[config.mk]
export PLATFORM = sky130hd
export DESIGN_NAME = clk_gate_ctrl
export DESIGN_NICKNAME = d
export VERILOG_FILES = /design/src/rtl/clk_gate_ctrl.sv
export SDC_FILE = /design/constraint.sdc
export NUM_CORES = 1
export LEC_CHECK = 0
export BUFFER_PORTS_ARGS = -buffer_cell sky130_fd_sc_hd__buf_2
export CAP_MARGIN = 20
export CORE_UTILIZATION = 50
export CTS_CLUSTER_SIZE = 40
export DETAILED_ROUTE_END_ITERATION = 10
export PLACE_DENSITY = 0.72
export SYNTH_ARGS = -nofsm -noshare
export SYNTH_HDL_FRONTEND = slang
export SYNTH_SLANG_ARGS = --single-unit
[constraint.sdc]
create_clock -name CLK -period 1.4 [get_ports CLK]
set_input_delay 0.35 -clock CLK [delete_from_list [all_inputs] [get_ports CLK]]
set_output_delay 0.35 -clock CLK [all_outputs]
set_load 0.02 [all_outputs]
[src/rtl/clk_gate_ctrl.sv]
// Multi-channel clock-gating controller: per-channel idle hold-off, wake handshake, latch+AND gate.
// Latency: gate closes HOLDOFF edges after idle is sampled; reopens one pulse after wake, CH_RDY after WAKE_CYC+1.
// Backpressure: none; CH_RDY low tells the consumer its clock is not yet usable. Option macro: CLK_GATE_SCAN_BYPASS_EN.
module clk_gate_ctrl #(
    parameter int NUM_CH   = 4,
    parameter int HOLDOFF  = 8,
    parameter int WAKE_CYC = 2
) (
    input  logic              CLK,
    input  logic              RST,
    input  logic [NUM_CH-1:0] AUTO_EN,
    input  logic [NUM_CH-1:0] CH_BUSY,
`ifdef CLK_GATE_SCAN_BYPASS_EN
    input  logic              TEST_EN,
`endif
    output logic [NUM_CH-1:0] GATED_CLK,
    output logic [NUM_CH-1:0] CH_RDY,
    output logic              ALL_OFF
);

    // Counter only needs to hold the larger of the two load values.
    localparam int MAX_CYC = (HOLDOFF > WAKE_CYC) ? HOLDOFF : WAKE_CYC;
    localparam int CW      = $clog2(MAX_CYC + 1);

    localparam logic [CW-1:0] HOLD_LOAD = CW'(HOLDOFF - 1);
    localparam logic [CW-1:0] WAKE_LOAD = CW'(WAKE_CYC - 1);
    localparam logic [CW-1:0] CNT_ZERO  = '0;
    localparam logic [CW-1:0] CNT_ONE   = CW'(1);

    typedef enum logic [1:0] {
        ST_ON   = 2'd0,
        ST_HOLD = 2'd1,
        ST_OFF  = 2'd2,
        ST_WAKE = 2'd3
    } state_t;

    logic [NUM_CH-1:0] is_off;
    logic              all_off_q;

    for (genvar g = 0; g < NUM_CH; g++) begin : g_ch
        state_t        state_q, state_d;
        logic [CW-1:0] cnt_q, cnt_d;
        logic          en_q, en_d;
        logic          rdy_q, rdy_d;
        logic          gate_in;
        logic          en_lat_q;

        // Channel state, counter, gate enable and ready flag; reset opens the clock.
        always_ff @(posedge CLK or negedge RST) begin
            if (!RST) begin
                state_q <= ST_ON;
                cnt_q   <= CNT_ZERO;
                en_q    <= 1'b1;
                rdy_q   <= 1'b1;
            end else begin
                state_q <= state_d;
                cnt_q   <= cnt_d;
                en_q    <= en_d;
                rdy_q   <= rdy_d;
            end
        end

        // Next-state logic; counts load or decrement toward zero and never wrap.
        always_comb begin
            state_d = state_q;
            cnt_d   = cnt_q;
            case (state_q)
                ST_ON: begin
                    // A simultaneous busy drop and auto-enable drop keeps the channel on.
                    if (AUTO_EN[g] && !CH_BUSY[g]) begin
                        state_d = ST_HOLD;
                        cnt_d   = HOLD_LOAD;
                    end
                end
                ST_HOLD: begin
                    if (CH_BUSY[g] || !AUTO_EN[g]) begin
                        state_d = ST_ON;
                    end else if (cnt_q == CNT_ZERO) begin
                        state_d = ST_OFF;
                    end else begin
                        cnt_d = cnt_q - CNT_ONE;
                    end
                end
                ST_OFF: begin
                    if (CH_BUSY[g] || !AUTO_EN[g]) begin
                        state_d = ST_WAKE;
                        cnt_d   = WAKE_LOAD;
                    end
                end
                ST_WAKE: begin
                    // Activity is ignored here so a wake always completes.
                    if (cnt_q == CNT_ZERO) begin
                        state_d = ST_ON;
                    end else begin
                        cnt_d = cnt_q - CNT_ONE;
                    end
                end
                default: begin
                    state_d = ST_ON;
                    cnt_d   = CNT_ZERO;
                end
            endcase
            en_d  = (state_d != ST_OFF);
            rdy_d = (state_d == ST_ON) || (state_d == ST_HOLD);
        end

`ifdef CLK_GATE_SCAN_BYPASS_EN
        assign gate_in   = en_q | TEST_EN;
        assign CH_RDY[g] = rdy_q | TEST_EN;
`else
        assign gate_in   = en_q;
        assign CH_RDY[g] = rdy_q;
`endif

        // Gate latch is transparent only while CLK is low, so the AND output cannot glitch.
        always_latch begin
            if (!CLK) begin
                en_lat_q <= gate_in;
            end
        end

        assign GATED_CLK[g] = CLK & en_lat_q;
        assign is_off[g]    = (state_q == ST_OFF);
    end

    // Registered all-channels-off flag, one edge behind the channel states.
    always_ff @(posedge CLK or negedge RST) begin
        if (!RST) begin
            all_off_q <= 1'b0;
        end else begin
            all_off_q <= &is_off;
        end
    end

    assign ALL_OFF = all_off_q;

endmodule

==> flow_summary.ini <==
[worst_setup_path]
slowest_delay_ns = 0.40
worstPathArrival_ns = 1.75
path_cells = and2_4 > buf_6
r2r_start = g_ch[2].cnt_q[1]
r2r_slack_ns = 0.03
cp-endpoint = GATED_CLK[2]
slowest_stage = dlxtn_2
crit_required_ns = 1.05
crit_type = latch -> out
r2r-end = g_ch[2].cnt_q[3]
endpoint_kind = primary output
start_kind = latch
cp_max_fo = 1
r2r_cells = 6
crit_start = g_ch[2].en_lat_q

[grt]
grt_pass1_vias = 1575
antenna_found_initial = 0
overflow = 0
grt.total_usage_pct = 23.98
grt_pass1_wl_um = 7065
grt_max_degree = 34

[cells_and_area]
final_cell_mix = 27 x buf_4, 25 x dfrtp_1, 21 x nand2_1, 18 x nor2_1, 17 x inv_1
area_growth_syn_to_layout_pct = 30.19
final_net_count = 275
stdcell_area_um2 = 2520
drive_above_1_share_pct = 35.11
antenna_cells = 0
layout_commonest_cell = buf_4

[sta]
postLayoutSetupSlackWorst_ns = -0.7044
final-max-slew-violation-count = 0
hold_slack_ns = 0.2096
setup_viol = 8
fin_skew_ns = 0.008242
worstMarginPinSlew_ns = 0.4268
hold_viol_final = 0
rsz0062_at_grt = yes
slew_headroom_pct = 71.54

[clock_tree]
clk_latency_ns = 0.40
clk_pin_slew_worst_paths_ns = 0.08
tritoncts = yes

[power_and_ir_drop]
power_leakage_nw = 1.142
powerDensity_nw_per_um2 = 2102
p_switching_mw = 1.993
seqPwrFrac_pct = 33.3
peakVddDrop_mv = 1.282
p_comb_share_pct = 34.5
power_frac_clock_pct = 32.2
power.internal_mw = 3.304
swShare_pct = 37.63

[logic_synthesis]
yosys_most_used_dff = dfrtp_1
synth_cells = 215
syn_nets = 229
ys.warnings.count = 0
synth_cell_type_count = 44
netlist_area_um2 = 1936
async_flop_share_pct = 89.19
avgSynthCellArea_um2 = 9.003
synth_enable_flop_cells = 0
ys_ff_latch = 37

[run_status]
violations = negative setup slack
status = finished with violations

[placement]
place_area_um2 = 2201
dp_hpwl_um = 2647
portBuffers = 18
place_congestion = 0.8463
preCtsSetupSlack_ns = -0.2880

[detailed_routing]
met2_wirelength_um = 2057
postRouteWirelength_um = 4300
drtIter0Drc = 170
drc = 0
met3_length_um = 246
wl_per_cell_um = 13.87
top_signal_layer_used = met4
vias_per_cell = 5.397
vias = 1673
drt.antenna.violating_nets = 0
drtPass1Iterations = 4
wirelength_met1_um = 1916

[floorplanning]
design.core.area_um2 = 3689
dieWidth_um = 64.22
io_pins = 19
rows = 22
die_area_um2 = 4124
start_util_pct = 52.48
dieHeight_um = 64.22

[job]
maxCapViolations = 0

[min_path]
hp-class = in -> reg
power by group through the flow:
stage               Clock, mW  Sequential [mW]  Combinational (mW)
floorplan               0.351             1.63                1.17
global placement        0.438             1.73                1.55
detailed placement      0.438             1.74                1.59
CTS                      1.75             1.73                1.65
global route             1.83             1.82                2.05
finish                   1.70             1.77                1.83
worst max-delay path: cells and delay by family (launching register included):
family,cells,cell delay [ns]
latches,1,0.40
buf+inv,1,0.10
simple gates,1,0.13
synth_stat cells, types with 3 or more instances:
cell type	instances	area, um2
a21oi_1	13	65.06
a22oi_1	3	22.52
and2_1	5	31.28
buf_2	3	15.01
buf_4	4	30.03
clkbuf_1	4	15.01
dfrtp_1	25	625.6
dfstp_2	8	210.2
dlxtn_1	4	60.06
ha_1	4	50.05
inv_1	19	71.32
mux2i_1	3	30.03
nand2_1	21	78.83
nand2b_1	9	56.30
nand3b_1	5	37.54
nand4_1	3	18.77
nand4bb_1	3	33.78
nor2_1	18	67.56
nor2b_1	6	37.54
nor3_1	5	25.02
nor3b_1	3	22.52
o21ai_0	9	45.04
o21ai_1	6	30.03
o22ai_1	6	37.54
state kept, by name, indices dropped and copies added (netlist names):
signal         cells
g_ch.en_q          4
g_ch.rdy_q         4
g_ch.cnt_q        16
ALL_OFF            1
g_ch.state_q       8
g_ch.en_lat_q      4
layer usage:
metal	track usage (%)	up-vias
met5	0	-
met4	14.17	0
met3	12.68	12
met2	34.71	39
met1	28.01	777
li1	-	845
area by class of cell:
| cell class | count | area [um2] |
|---|---|---|
| Timing Repair Buffer | 42 | 307.8 |
| Sequential cell | 37 | 899.6 |
| Clock buffer | 14 | 172.7 |
| Inverter | 19 | 71.32 |
| Fill cell | 287 | 1169 |
| Multi-Input combinational cell | 148 | 998.5 |
| Tap cell | 48 | 60.06 |
| Clock inverter | 2 | 10.01 |
stage by stage:
| stage | util [%] | power [mW] | setup TNS (ns) | std cells |
|---|---|---|---|---|
| floorplan | - | 3.152 | -0.7110 | 215 |
| global placement | 59.67 | 3.715 | -1.113 | 292 |
| detailed placement | 59.67 | 3.766 | -1.130 | 292 |
| CTS | 65.16 | 5.132 | -2.825 | 305 |
| global route | 68.32 | 5.693 | -3.165 | 310 |
| finish | 68.32 | 5.298 | -2.790 | 310 |
how the worst min path moves through the flow:
stage          slack, ns                to  cells after the start        from
5_1_grt             0.21      g_ch[1].en_q                      3  CH_BUSY[1]
3_3_place_gp        0.40  g_ch[2].cnt_q[3]                      2         RST
2_1_floorplan       0.05           ALL_OFF                      0         RST
6_report            0.21      g_ch[1].en_q                      3  CH_BUSY[1]
4_1_cts             0.19      g_ch[1].en_q                      3  CH_BUSY[1]
3_5_place_dp        0.40  g_ch[2].cnt_q[2]                      2         RST
kinds of logic (layout without fill, tap and decap cells):
kind of cell	count (synthesis)	count (layout)	synth area share, %
compound gates	54	54	17.71
buf+inv	30	77	6.787
flops	33	33	43.18
fa+ha+maj	4	4	2.586
simple gates	87	87	25.08
mux	3	3	1.551
latches	4	4	3.103
timing repair:
action                                  4_1_cts  5_1_grt
pin swaps                                     0        6
buffers inserted                              0        5
endpoints found under the setup margin       13       29
hold endpoints to repair                     25        0
hold buffers                                  1        0
resized for setup                            18       25
No activity file was read; power rests on OpenSTA's default activity.
